### config.mk
export PLATFORM = sky130hd
export DESIGN_NAME = seven_seg_press_counter_flat
export DESIGN_NICKNAME = d
export VERILOG_FILES = /design/src/rtl/seven_seg_press_counter_if.sv /design/src/rtl/seven_seg_press_counter.sv /design/src/flat_wrapper.sv
export SDC_FILE = /design/constraint.sdc
export NUM_CORES = 1
export LEC_CHECK = 0
export BUFFER_PORTS_ARGS = -buffer_cell sky130_fd_sc_hd__buf_2
export CAP_MARGIN = 20
export CELL_PAD_IN_SITES_DETAIL_PLACEMENT = 1
export CELL_PAD_IN_SITES_GLOBAL_PLACEMENT = 2
export CORE_AREA = 2 2 111 59
export DETAILED_ROUTE_END_ITERATION = 16
export DIE_AREA = 0 0 113 61
export GPL_ROUTABILITY_DRIVEN = 0
export GPL_TIMING_DRIVEN = 0
export PLACE_DENSITY_LB_ADDON = 0.1
export SLEW_MARGIN = 30
export SYNTH_ARGS = -nofsm -noshare
export SYNTH_HDL_FRONTEND = slang
export SYNTH_SLANG_ARGS = --single-unit
export TNS_END_PERCENT = 50
### constraint.sdc
create_clock -name i_Clk -period 1.75 [get_ports i_Clk]
set_clock_uncertainty 0.15 [all_clocks]
set_input_delay 0.2625 -clock i_Clk [delete_from_list [all_inputs] [get_ports i_Clk]]
set_output_delay 0.2625 -clock i_Clk [all_outputs]
set_load 0.1 [all_outputs]
### src/rtl/seven_seg_press_counter_if.sv
`default_nettype none
// +--------------------------------------------------------------------+
// | Module   : seven_seg_press_counter_if                              |
// | Purpose  : Switch inputs and counter/segment outputs of the        |
// |            N-channel seven-segment press counter.                  |
// | Revision : 1.0 - initial release                                   |
// +--------------------------------------------------------------------+
interface seven_seg_press_counter_if #(
    parameter int NUM_CH = 2
);
    logic [NUM_CH-1:0]   i_Switch;
    logic                i_Down;
    logic [NUM_CH-1:0]   o_Press_Pulse;
    logic [4*NUM_CH-1:0] o_Count;
    logic [7*NUM_CH-1:0] o_Segment;

    // Board / testbench side: drives switches, observes the display
    modport master (
        output i_Switch,
        output i_Down,
        input  o_Press_Pulse,
        input  o_Count,
        input  o_Segment
    );

    // Counter side
    modport slave (
        input  i_Switch,
        input  i_Down,
        output o_Press_Pulse,
        output o_Count,
        output o_Segment
    );
endinterface
`default_nettype wire

### src/rtl/seven_seg_press_counter.sv
`default_nettype none
// +--------------------------------------------------------------------+
// | Module   : seven_seg_press_counter                                 |
// | Purpose  : Per channel: 2-FF synchroniser, debouncer, press FSM    |
// |            with optional auto-repeat, hex/decimal up/down counter  |
// |            and registered seven-segment encoder.                   |
// | Revision : 1.0 - initial release                                   |
// +--------------------------------------------------------------------+
module seven_seg_press_counter #(
    parameter int NUM_CH          = 2,
    parameter int DEBOUNCE_CYCLES = 10,
    parameter int REPEAT_CYCLES   = 0,
    parameter int DECIMAL         = 0,
    parameter int ACTIVE_LOW      = 1
) (
    input  wire logic                    i_Clk,
    input  wire logic                    i_Rst_L,
    seven_seg_press_counter_if.slave     bus
);

    localparam int c_DB_W  = $clog2(DEBOUNCE_CYCLES);
    localparam int c_RPT_W = (REPEAT_CYCLES > 1) ? $clog2(REPEAT_CYCLES) : 1;

    localparam logic [c_DB_W-1:0]  c_DB_MAX  = c_DB_W'(DEBOUNCE_CYCLES - 1);
    localparam logic [c_RPT_W-1:0] c_RPT_MAX = c_RPT_W'((REPEAT_CYCLES > 0) ? (REPEAT_CYCLES - 1) : 0);
    localparam logic [6:0]         c_POL     = (ACTIVE_LOW != 0) ? 7'h7F : 7'h00;

    typedef enum logic [0:0] {
        ST_IDLE = 1'b0,
        ST_HELD = 1'b1
    } state_t;

    // Active-high ABCDEFG pattern, A in bit 6
    function automatic logic [6:0] seg_enc(input logic [3:0] v);
        logic [6:0] s;
        s = 7'b0000000;
        case (v)
            4'h0: s = 7'b1111110;
            4'h1: s = 7'b0110000;
            4'h2: s = 7'b1101101;
            4'h3: s = 7'b1111001;
            4'h4: s = 7'b0110011;
            4'h5: s = 7'b1011011;
            4'h6: s = 7'b1011111;
            4'h7: s = 7'b1110000;
            4'h8: s = 7'b1111111;
            4'h9: s = 7'b1111011;
            4'hA: s = 7'b1110111;
            4'hB: s = 7'b0011111;
            4'hC: s = 7'b1001110;
            4'hD: s = 7'b0111101;
            4'hE: s = 7'b1001111;
            4'hF: s = 7'b1000111;
            default: s = 7'b0000000;
        endcase
        return s;
    endfunction

    // One count step with hex or decimal wrap in either direction
    function automatic logic [3:0] count_step(input logic [3:0] v, input logic down);
        logic [3:0] n;
        if (down) begin
            if (v == 4'h0) n = (DECIMAL != 0) ? 4'h9 : 4'hF;
            else           n = v - 4'h1;
        end else begin
            if ((DECIMAL != 0) && (v == 4'h9)) n = 4'h0;
            else                               n = v + 4'h1;
        end
        return n;
    endfunction

    localparam logic [6:0] c_SEG_RST = c_POL ^ seg_enc(4'h0);

    // Per-channel results, gathered into the packed outputs below
    logic       w_pulse [NUM_CH];
    logic [3:0] w_count [NUM_CH];
    logic [6:0] w_seg   [NUM_CH];

    generate
        for (genvar c = 0; c < NUM_CH; c++) begin : g_ch
            logic [1:0]         r_sync;
            logic               r_deb;
            logic [c_DB_W-1:0]  r_db_cnt;
            state_t             r_state;
            state_t             w_state_nxt;
            logic [c_RPT_W-1:0] r_rpt;
            logic [c_RPT_W-1:0] w_rpt_nxt;
            logic               w_pulse_nxt;
            logic               r_pulse;
            logic [3:0]         r_count;
            logic [6:0]         r_seg;
            logic               w_diff;
            logic               w_flip;
            logic               w_rise;
            logic               w_fall;

            // Debounced level changes on the cycle the Nth differing sample is seen,
            // so the FSM reacts to the flip without an extra register stage.
            assign w_diff = (r_sync[1] != r_deb);
            assign w_flip = w_diff && (r_db_cnt == c_DB_MAX);
            assign w_rise = w_flip && r_sync[1];
            assign w_fall = w_flip && !r_sync[1];

            // Two-flop synchroniser for the asynchronous switch
            always_ff @(posedge i_Clk or negedge i_Rst_L) begin
                if (!i_Rst_L) r_sync <= 2'b00;
                else          r_sync <= {r_sync[0], bus.i_Switch[c]};
            end

            // Debouncer: count consecutive differing samples, flip on the last one
            always_ff @(posedge i_Clk or negedge i_Rst_L) begin
                if (!i_Rst_L) begin
                    r_deb    <= 1'b0;
                    r_db_cnt <= '0;
                end else if (w_flip) begin
                    r_deb    <= r_sync[1];
                    r_db_cnt <= '0;
                end else if (w_diff) begin
                    r_db_cnt <= r_db_cnt + 1'b1;
                end else begin
                    r_db_cnt <= '0;
                end
            end

            // Press FSM state and repeat timer registers
            always_ff @(posedge i_Clk or negedge i_Rst_L) begin
                if (!i_Rst_L) begin
                    r_state <= ST_IDLE;
                    r_rpt   <= '0;
                end else begin
                    r_state <= w_state_nxt;
                    r_rpt   <= w_rpt_nxt;
                end
            end

            // Press FSM next state: a release wins over a coincident repeat expiry
            always_comb begin
                w_state_nxt = r_state;
                w_rpt_nxt   = r_rpt;
                w_pulse_nxt = 1'b0;
                case (r_state)
                    ST_IDLE: begin
                        if (w_rise) begin
                            w_pulse_nxt = 1'b1;
                            w_state_nxt = ST_HELD;
                            w_rpt_nxt   = '0;
                        end
                    end
                    ST_HELD: begin
                        if (w_fall) begin
                            w_state_nxt = ST_IDLE;
                            w_rpt_nxt   = '0;
                        end else if (REPEAT_CYCLES > 0) begin
                            if (r_rpt == c_RPT_MAX) begin
                                w_pulse_nxt = 1'b1;
                                w_rpt_nxt   = '0;
                            end else begin
                                w_rpt_nxt = r_rpt + 1'b1;
                            end
                        end
                    end
                    default: begin
                        w_state_nxt = ST_IDLE;
                        w_rpt_nxt   = '0;
                    end
                endcase
            end

            // Pulse and count register together; the segment follows the count a cycle later
            always_ff @(posedge i_Clk or negedge i_Rst_L) begin
                if (!i_Rst_L) begin
                    r_pulse <= 1'b0;
                    r_count <= 4'h0;
                    r_seg   <= c_SEG_RST;
                end else begin
                    r_pulse <= w_pulse_nxt;
                    if (w_pulse_nxt) r_count <= count_step(r_count, bus.i_Down);
                    r_seg   <= c_POL ^ seg_enc(r_count);
                end
            end

            assign w_pulse[c] = r_pulse;
            assign w_count[c] = r_count;
            assign w_seg[c]   = r_seg;
        end
    endgenerate

    // Pack per-channel registers onto the output buses
    always_comb begin
        bus.o_Press_Pulse = '0;
        bus.o_Count       = '0;
        bus.o_Segment     = '0;
        for (int i = 0; i < NUM_CH; i++) begin
            bus.o_Press_Pulse[i]     = w_pulse[i];
            bus.o_Count[4*i +: 4]    = w_count[i];
            bus.o_Segment[7*i +: 7]  = w_seg[i];
        end
    end

endmodule
`default_nettype wire

### src/flat_wrapper.sv
// flat-port wrapper written by rule: the top's interface ports become plain ports
module seven_seg_press_counter_flat 
#(
    parameter int NUM_CH          = 2,
    parameter int DEBOUNCE_CYCLES = 10,
    parameter int REPEAT_CYCLES   = 0,
    parameter int DECIMAL         = 0,
    parameter int ACTIVE_LOW      = 1
)
  (i_Clk, i_Rst_L, bus_i_Switch, bus_i_Down, bus_o_Press_Pulse, bus_o_Count, bus_o_Segment);
  seven_seg_press_counter_if #(.NUM_CH(NUM_CH)) bus_i ();
  input  wire logic i_Clk;
  input  wire logic i_Rst_L;
  input wire logic [$bits(bus_i.i_Switch)-1:0] bus_i_Switch;
  input wire logic [$bits(bus_i.i_Down)-1:0] bus_i_Down;
  output wire logic [$bits(bus_i.o_Press_Pulse)-1:0] bus_o_Press_Pulse;
  output wire logic [$bits(bus_i.o_Count)-1:0] bus_o_Count;
  output wire logic [$bits(bus_i.o_Segment)-1:0] bus_o_Segment;
  assign bus_i.i_Switch = bus_i_Switch;
  assign bus_i.i_Down = bus_i_Down;
  assign bus_o_Press_Pulse = bus_i.o_Press_Pulse;
  assign bus_o_Count = bus_i.o_Count;
  assign bus_o_Segment = bus_i.o_Segment;
  seven_seg_press_counter #(.NUM_CH(NUM_CH), .DEBOUNCE_CYCLES(DEBOUNCE_CYCLES), .REPEAT_CYCLES(REPEAT_CYCLES), .DECIMAL(DECIMAL), .ACTIVE_LOW(ACTIVE_LOW)) u_core (.i_Clk(i_Clk), .i_Rst_L(i_Rst_L), .bus(bus_i));
endmodule
======== Word level (Yosys, flattened, before mapping) ========
Memory sizes are Yosys's and may differ from the RTL's.
Cells that the tools add are included.
storage, ports and cells
  flip-flop bits (word level) ............. 40
  memory bits (read-only) ................. 224
  input bits .............................. 5
  output and inout bits ................... 24
  logic and storage cells ................. 56
  memories kept ........................... 2
cells by class
  add/sub/neg operators ................... 6
  eq/ne operators ......................... 4
  multiplexer cells ....................... 16
  bitwise operators ....................... 4
  reductions and logical operators ........ 10
memories
  name             depth  width  read ports  clocked after Yosys merged registers in  write ports  line                           RTL
  (no name shown)  16     7      1           0                                        0            seven_seg_press_counter.sv:37  case (v)
  (no name shown)  16     7      1           0                                        0            seven_seg_press_counter.sv:37
operators with widths
  kind                                                                number
  4-bit 2-to-1 mux                                                    8
  4-bit by 1-bit adder with 4-bit output, second input constant       4
  7-bit inverter                                                      2
  4-bit == test, second input constant                                2
  4-bit logical NOT                                                   2
  4-bit by 1-bit subtractor with 4-bit output, second input constant  2
  1-bit logical AND                                                   6
  1-bit 2-to-1 mux                                                    6
  1-bit one-hot mux with 2 select lines                               2
  1-bit logical NOT                                                   2
  1-bit != test                                                       2
  1-bit inverter                                                      2

======== Longest topological paths before layout ========
Gate-level depths: netlist of run 1.
  depth in word-level cells ............... 5
  gate-level depth with buffers ........... 7
  mapped depth without buffers ............ 7

======== Least setup slack after synthesis of run 1 ========
No wires, ideal clock.
  path type ............................... register -> register
  start point ............................. reg u_core.g_ch[1].r_count[0]
  end point ............................... reg u_core.g_ch[1].r_seg[3]
  setup time .............................. 0.138 ns
  arrival ................................. 2.116 ns
  required time ........................... 1.462 ns
  path slack .............................. -0.655 ns
  stages on the path, launching flop included .. 5
  path buffers ............................ 0
  period minus slack after synthesis ...... 2.405 ns
  cells stage by stage .................... dfrtp_1 inv_1 ha_1 inv_1 mux4_2
between the ends
  word-level cells in the longest chain between the ends .. 2
RTL lines
  item                             line                            RTL
  start, declared                  seven_seg_press_counter.sv:90   logic [3:0] r_count;
  start signal, assigned           seven_seg_press_counter.sv:177  if (w_pulse_nxt) r_count <= count_step(r_count, bus.i_Down);
  memory read 16 x 7 bit           --
  7-bit inverter (no source line)  --
  end signal, assigned             seven_seg_press_counter.sv:174  r_seg <= c_SEG_RST;
  end signal, assigned             seven_seg_press_counter.sv:178  r_seg <= c_POL ^ seg_enc(r_count);
  end, declared                    seven_seg_press_counter.sv:91   logic [6:0] r_seg;
No other way between the ends.
A chain may end at the register's enable or synchronous reset.

======== Worst setup path in the final report of run 1 ========
  start point ............................. reg u_core.g_ch[0].r_db_cnt[1]
  end point ............................... reg u_core.g_ch[0].r_count[3]
between the ends
  word-level cells in the longest chain between the ends .. 5
RTL lines
  item                    line                            RTL
  start, declared         seven_seg_press_counter.sv:83   logic [c_DB_W-1:0] r_db_cnt;
  start signal, assigned  seven_seg_press_counter.sv:119  r_db_cnt <= r_db_cnt + 1'b1;
  4-bit == test           seven_seg_press_counter.sv:100  assign w_flip = w_diff && (r_db_cnt == c_DB_MAX);
  1-bit logical AND       seven_seg_press_counter.sv:100
  1-bit logical AND       seven_seg_press_counter.sv:101  assign w_rise = w_flip && r_sync[1];
  1-bit 2-to-1 mux        seven_seg_press_counter.sv:143  if (w_rise) begin
  1-bit 2-to-1 mux        seven_seg_press_counter.sv:141  case (r_state)
  end signal, assigned    seven_seg_press_counter.sv:177
  end, declared           seven_seg_press_counter.sv:90
No other way between the ends.

==> metrics, run 1 <==
Synth Register Bits 38; critical-path cell list inv_2 -> ha_4 -> nand3b_4 -> or3b_4 -> a311o_1 -> o221ai_2; wire per inst 16.7 um; Worst-Margin Slew 564 ps; clock-pin slew on the worst setup and hold paths 60 ps; Die Ht 61 um; register share of total power 40.2%; share of layout cells above drive strength 1 36.9%; grt ovf 0; TritonCTS Buffers 5; clk_lat worst skew 280 ps; Leak 1.16 nW; largest net degree at the start of global routing 39; max incr delay on CP 420 ps; # DRC 0; max-slew violation count 0; final net count 241; number of diodes 0; Top delay family on crit path compound AO/OA/AOI/OAI gates; overall power 2.53 mW; DIE AREA 6890 um2; Peak Freq 543 MHz; H-tree Lvls 2; Avg Cell Area, Syn 10.9 um2; detailed placement HPWL 3.58 mm; Post-synth ARST share 100%; final setup fails 2; Synth Instances 175; Synth cell types 43; final worst slack -93.1 ps; syn_nets 195; Psw 0.855 mW; Max-Slew Margin vs Limit 62.4%; area leader, netlist dfrtp_1; Die Wd 113 um; worst endpoint data arrival time 1880 ps; failing checks negative setup slack; Max-Cap Viols 0; multi-input combinational cell area 923 um2; vias in the first global route 1,582; PwrDens 1020 nW/um2; num rows 20; DR iter-0 viols 41; Tot GR Track Use 16.5%; Layout Cell Area excl Fill 2480 um2; Vias 1,490; status finished, violations left; Worst setup EP type register; synthesized area 1910 um2; Root Buffer clkbuf_16; Logic pwr share 23.5%; min cycle time layout 1840 ps; maximum vdd ir drop 0.395 mV; CP Max Fanout 4; Post-DP Area 2200 um2; CP Data Required Time 1790 ps; EDFF count, synth 0; Max clock buf depth 2; register area share after synthesis 49.8%; total area of sequential cells 977 um2; Yosys warning count 0; clk sinks 38; 1st-pass router iterations 4; Initial Utilization 32.4%; Worst Hold Class reg -> reg; initial antenna violation count 0; final hold vios 0; most common cell in the synthesized netlist dfrtp_1; Synth area leaders dfrtp_1 (47%), ha_1 (9.8%), nor2_1 (4.3%), dfstp_2 (2.7%), xor2_1 (2.7%); slowest cell on the critical path or3b_4; I/O Pins 29; Detail Route Antenna Nets 0; Clock power frac 36.3%; Yosys top cell area share 47.1%; Top FF cell, synth dfrtp_1; CP Class reg -> reg; Reg2Reg Setup Slack -90 ps; Routed WL 5.00 mm; startpoint types register; RSZ-0062 raised after global routing true; IO buf count 27; Core Footprint 5910 um2; first-pass GRT wire length 8.46 mm; Sw Share 33.8%; internal power 1.68 mW; Synth top cells by count dfrtp_1 (36), nor2_1 (22), ha_1 (15), inv_1 (10), nand2_1 (8); Placement Setup Slack -362 ps; fill count 668; CTS tree built; WP buf/inv 1; Hold Slack 198 ps; Vias/cell 4.98; Area growth, synth to finish 29.7%; final period utilization 105%
==> cell usage in the layout (no fill, tap or decap), types with 2 or more instances in the layout <==
cell / count
a21oi_1: 6
a22o_1: 2
a22oi_1: 2
a31oi_1: 4
buf_2: 27
buf_4: 11
clkbuf_1: 3
clkbuf_16: 5
dfrtp_1: 27
dfrtp_2: 4
dfrtp_4: 5
dfstp_2: 2
dlygate4sd3_1: 3
ha_1: 12
ha_4: 3
inv_1: 4
inv_2: 6
inv_4: 4
mux2_2: 2
mux2i_1: 5
mux4_2: 2
nand2_1: 8
nand3_1: 4
nor2_1: 22
nor3_1: 2
o211ai_1: 2
o21ai_0: 6
o21ai_1: 4
o21bai_1: 2
o31ai_1: 2
o32ai_1: 2
or2_2: 2
xnor2_1: 2
xor2_1: 6
==> path summary, 6_finish.rpt <==
kind / depth (start not counted) / startpoint / endpoint
hold / removal: 0 / u_core.g_ch[0].r_sync[0]$_DFF_PN0_ / u_core.g_ch[0].r_sync[1]$_DFF_PN0_
setup reg to reg: 6 / u_core.g_ch[0].r_db_cnt[1]$_DFF_PN0_ / u_core.g_ch[0].r_count[3]$_DFFE_PN0P_
max in group asynchronous: 2 / i_Rst_L / u_core.g_ch[1].r_count[2]$_DFFE_PN0P_
setup / recovery: 6 / u_core.g_ch[0].r_db_cnt[1]$_DFF_PN0_ / u_core.g_ch[0].r_count[3]$_DFFE_PN0P_
hold reg to reg: 0 / u_core.g_ch[0].r_sync[0]$_DFF_PN0_ / u_core.g_ch[0].r_sync[1]$_DFF_PN0_
min in group asynchronous: 2 / i_Rst_L / u_core.g_ch[1].r_seg[5]$_DFF_PN0_
==> stage by stage <==
stage | util, % | instances | TNS (ps)
after floorplan | - | 175 | -20.2
after global placement | 37.3 | 279 | -637
after detailed placement | 37.3 | 279 | -1290
after CTS | 41.5 | 297 | -195
after global routing | 42.0 | 299 | -381
final | 42.0 | 299 | -93.9
==> state kept, by name (all words and copies together), names as in the netlist, named ones only <==
register and count:
u_core.g_ch.r_seg 14, u_core.g_ch.r_count 8, u_core.g_ch.r_db_cnt 8, u_core.g_ch.r_sync 4, u_core.g_ch.r_pulse 2
==> area by class of cell <==
type                            instances  area share, %
Timing Repair Buffer                   39           9.63
Clock inverter                          2          0.504
Clock buffer                            6           5.60
Inverter                               14           2.52
Sequential cell                        38           39.4
Tap cell                               77           3.88
Multi-Input combinational cell        117           37.2
Buffer                                  6           1.26
==> kinds of logic (layout without fill, tap and decap cells) <==
kind of cell / count (synthesis) / count (layout) / synth area share [%]
compound gates: 40 / 40 / 14.3
fa+ha+maj: 15 / 15 / 9.81
mux: 9 / 9 / 6.15
flops: 38 / 38 / 49.8
simple gates: 45 / 45 / 11.9
buf+inv: 20 / 67 / 4.38
xor+xnor: 8 / 8 / 3.66
==> routing by layer <==
layer | wire length, um | GRT usage [%]
met1 | 2560 | 23.2
met2 | 2200 | 25.5
met3 | 169 | 3.70
met4 | 57 | 5.75
met5 | 0 | 0
==> power by group through the flow <==
stage | Clock, mW | Sequential [mW] | Combinational [mW]
2_1_floorplan | 0 | 1.29 | 0.179
3_3_place_gp | 0 | 1.02 | 0.542
3_5_place_dp | 0 | 1.03 | 0.557
4_1_cts | 0.947 | 1.01 | 0.583
5_1_grt | 1.00 | 1.03 | 0.639
6_report | 0.921 | 1.02 | 0.595
==> repair_timing <==
action                     in CTS  in global routing
setup buffers                   7                  2
pin swaps                       2                  2
setup endpoints to repair       8                  7
hold buffers                    3                  0
hold endpoints to repair       38                  0
resized for setup               3                  4
Note: power is estimated with default switching activity, not from simulation.
==> run 2, diff against run 1 <==
--- a/config.mk
+++ b/config.mk
@@ -5,13 +5,14 @@
 export SDC_FILE = /design/constraint.sdc
 export NUM_CORES = 1
 export LEC_CHECK = 0
+export ABC_AREA = 1
 export BUFFER_PORTS_ARGS = -buffer_cell sky130_fd_sc_hd__buf_2
 export CAP_MARGIN = 20
 export CELL_PAD_IN_SITES_DETAIL_PLACEMENT = 1
 export CELL_PAD_IN_SITES_GLOBAL_PLACEMENT = 2
-export CORE_AREA = 2 2 111 59
+export CORE_AREA = 2 2 116 62
 export DETAILED_ROUTE_END_ITERATION = 16
-export DIE_AREA = 0 0 113 61
+export DIE_AREA = 0 0 118 64
 export GPL_ROUTABILITY_DRIVEN = 0
 export GPL_TIMING_DRIVEN = 0
 export PLACE_DENSITY_LB_ADDON = 0.1
==> metrics, run 2 <==
clock-pin slew on the worst setup and hold paths 60 ps; setup_tns 0 ps; Final Util 37.4%; detailed placement HPWL 3.38 mm; 1st-pass router iterations 4; final period utilization 95.4%; Worst setup EP type register; grt ovf 0; Max clock buf depth 2; Peak Freq 599 MHz; WP buf/inv 1; Area growth, synth to finish 23.8%; slowest cell on the critical path dfrtp_4; fill count 774; CP Data Required Time 1770 ps; status complete, no violations; Post-synth ARST share 100%; Core Footprint 6490 um2; Yosys top cell area share 46.0%; Routed WL 4.48 mm; first-pass GRT wire length 7.62 mm; Die Wd 118 um; Leak 1.25 nW; Reg-to-Reg End u_core.g_ch[1].r_count[2]$_DFFE_PN0P_; IO buf count 27; Hold Slack 154 ps; Die Ht 64 um; max FFs per register 14; Hold EP u_core.g_ch[0].r_count[3]$_DFFE_PN0P_; Top cell by count, worst path nand2_1; PwrDens 1100 nW/um2; Worst Hold Depth 3; worst endpoint data arrival time 1690 ps; Detail Route Antenna Nets 0; Max-Cap Viols 0; DR iter-0 viols 58; area leader, netlist dfrtp_1; max incr delay on CP 520 ps; CP Class reg -> reg; clk_lat worst skew 280 ps; r2r worst-path depth 7; Top delay family on crit path flip-flops; TritonCTS Buffers 5; CTS tree built; Yosys warning count 0; Max-Slew Margin vs Limit 65.1%; Worst Hold Class in -> reg; startpoint types register; share of layout cells above drive strength 1 26.6%; commonest cells after routing, fill and taps aside nand2_1 (37), nor2_1 (29), dfrtp_1 (29); vias in the first global route 1,519; Root Buffer clkbuf_16; min cycle time layout 1670 ps; Worst Min Path Start bus_i_Down; H-tree Lvls 2; Top FF cell, synth dfrtp_1; maximum vdd ir drop 0.417 mV; # DRC 0; Reg2Reg Setup Slack 80 ps; Synth area leaders dfrtp_1 (46%), ha_1 (9.6%), nand2_1 (7.1%), nor2_1 (5.6%), o21ai_0 (4.1%); Synth Register Bits 38; CP Max Fanout 8; DIE AREA 7550 um2; synthesized area 1960 um2; critical-path cell list inv_2 -> ha_1 -> ha_1 -> o21ai_1 -> nand2_1 -> nand2_1 -> nand2_1; Synth cell types 31; worst r2r src u_core.g_ch[1].r_count[1]$_DFFE_PN0P_; commonest non-fill, non-tap cell in the layout nand2_1; Avg Cell Area, Syn 9.24 um2; wire per inst 13.0 um; Synth top cells by count nand2_1 (37), dfrtp_1 (36), nor2_1 (29), inv_1 (19), o21ai_0 (16); overall power 2.66 mW; Layout Cells excl Fill 344; EDFF count, synth 0; largest net degree at the start of global routing 39; Largest regs u_core.g_ch.r_seg: 14 flops, u_core.g_ch.r_count: 8 flops, u_core.g_ch.r_db_cnt: 8 flops; Synth Instances 212; Vias 1,526; syn_nets 232; number of cells on the critical path 7; Initial Utilization 30.2%; most common cell in the synthesized netlist nand2_1; RSZ-0062 raised after global routing false; final net count 271; final setup fails 0; dpl cells 331; clk sinks 38; register area share after synthesis 48.7%; Top reg by flops u_core.g_ch.r_seg; Tot GR Track Use 13.3%; number of diodes 0; initial antenna violation count 0; I/O Pins 29; num rows 21; Vias/cell 4.44; Worst-Margin Slew 518 ps; final hold vios 0; max-slew violation count 0
## run 2: cell count changes in the layout (fill, tap and decap cells not counted), moves of 3 or more
cell / before / now
nand2_1: 8 / 37
inv_1: 4 / 16
o21ai_0: 6 / 15
nor2_1: 22 / 29
nand3_1: 4 / 10
mux2i_1: 5 / 0
a21oi_1: 6 / 10
buf_4: 11 / 7
ha_1: 12 / 15
ha_4: 3 / 0
## run 2: worst reg2reg max path, stage by stage (launching register included)
cell	delay (ps)
dfrtp_4	520
inv_2	120
ha_1	200
ha_1	250
o21ai_1	130
nand2_1	70
nand2_1	70
nand2_1	40
## run 2: layout make-up
type                            count  area, um2  area share, %
Tap cell                           92        115           4.75
Sequential cell                    38        972           40.1
Buffer                              7       66.3           2.73
Clock inverter                      1       5.00          0.206
Multi-Input combinational cell    144        850           35.0
Clock buffer                        7        143           5.88
Inverter                           23       91.3           3.77
Timing Repair Buffer               32        183           7.53
## run 2: worst max path at each step
stage | start | end | slack, ps
5_1_grt | u_core.g_ch[1].r_count[1]$_DFFE_PN0P_ | u_core.g_ch[1].r_count[2]$_DFFE_PN0P_ | 2
3_3_place_gp | u_core.g_ch[1].r_count[1]$_DFFE_PN0P_ | u_core.g_ch[1].r_count[2]$_DFFE_PN0P_ | -5
2_1_floorplan | u_core.g_ch[1].r_count[1]$_DFFE_PN0P_ | u_core.g_ch[1].r_count[2]$_DFFE_PN0P_ | -50
6_report | u_core.g_ch[1].r_count[1]$_DFFE_PN0P_ | u_core.g_ch[1].r_count[2]$_DFFE_PN0P_ | 80
4_1_cts | u_core.g_ch[1].r_count[0]$_DFFE_PN0P_ | u_core.g_ch[1].r_count[2]$_DFFE_PN0P_ | 30
3_5_place_dp | u_core.g_ch[1].r_count[1]$_DFFE_PN0P_ | u_core.g_ch[1].r_count[2]$_DFFE_PN0P_ | -6
## run 2: power breakdown
group	switching (mW)	total [mW]	internal, mW
Sequential	0.0554	1.02	0.966
Combinational	0.573	0.725	0.153
Clock	0.346	0.910	0.565
## run 2: per-stage QoR
step	setup WS [ps]	instance area, um2
floorplan	-50.6	1980
global placement	-5.03	2230
detailed placement	-6.22	2230
CTS	26.1	2400
global route	1.68	2420
finish	81.0	2420
## run 2: kinds of logic (layout without fill, tap and decap cells)
logic type                 Yosys count  count (layout)  share of synthesized area (%)
buffers and inverters               30              70                           7.92
adders and majority gates           15              15                           9.58
DFF                                 38              38                           48.7
AOI/OAI and AO/OA                   37              37                           10.6
xor gates and xnor gates             6               6                           2.68
and+or+nand+nor                     86              86                           20.5
## run 2: layer usage
layer	track usage (%)	vias up	part of all wire, %
met2	16.6	24	36
met4	4.97	0	1.6
li1	-	769	-
met3	4.46	7	4.2
met1	20.3	726	58
met5	0	-	0
## run 2: repair_timing
item / in CTS / in global routing
endpoints found under the hold margin: 38 / 0
endpoints found under the setup margin: 1 / 1
gates resized for setup: 1 / 2
setup buffers: 0 / 2
hold buffers: 3 / 0
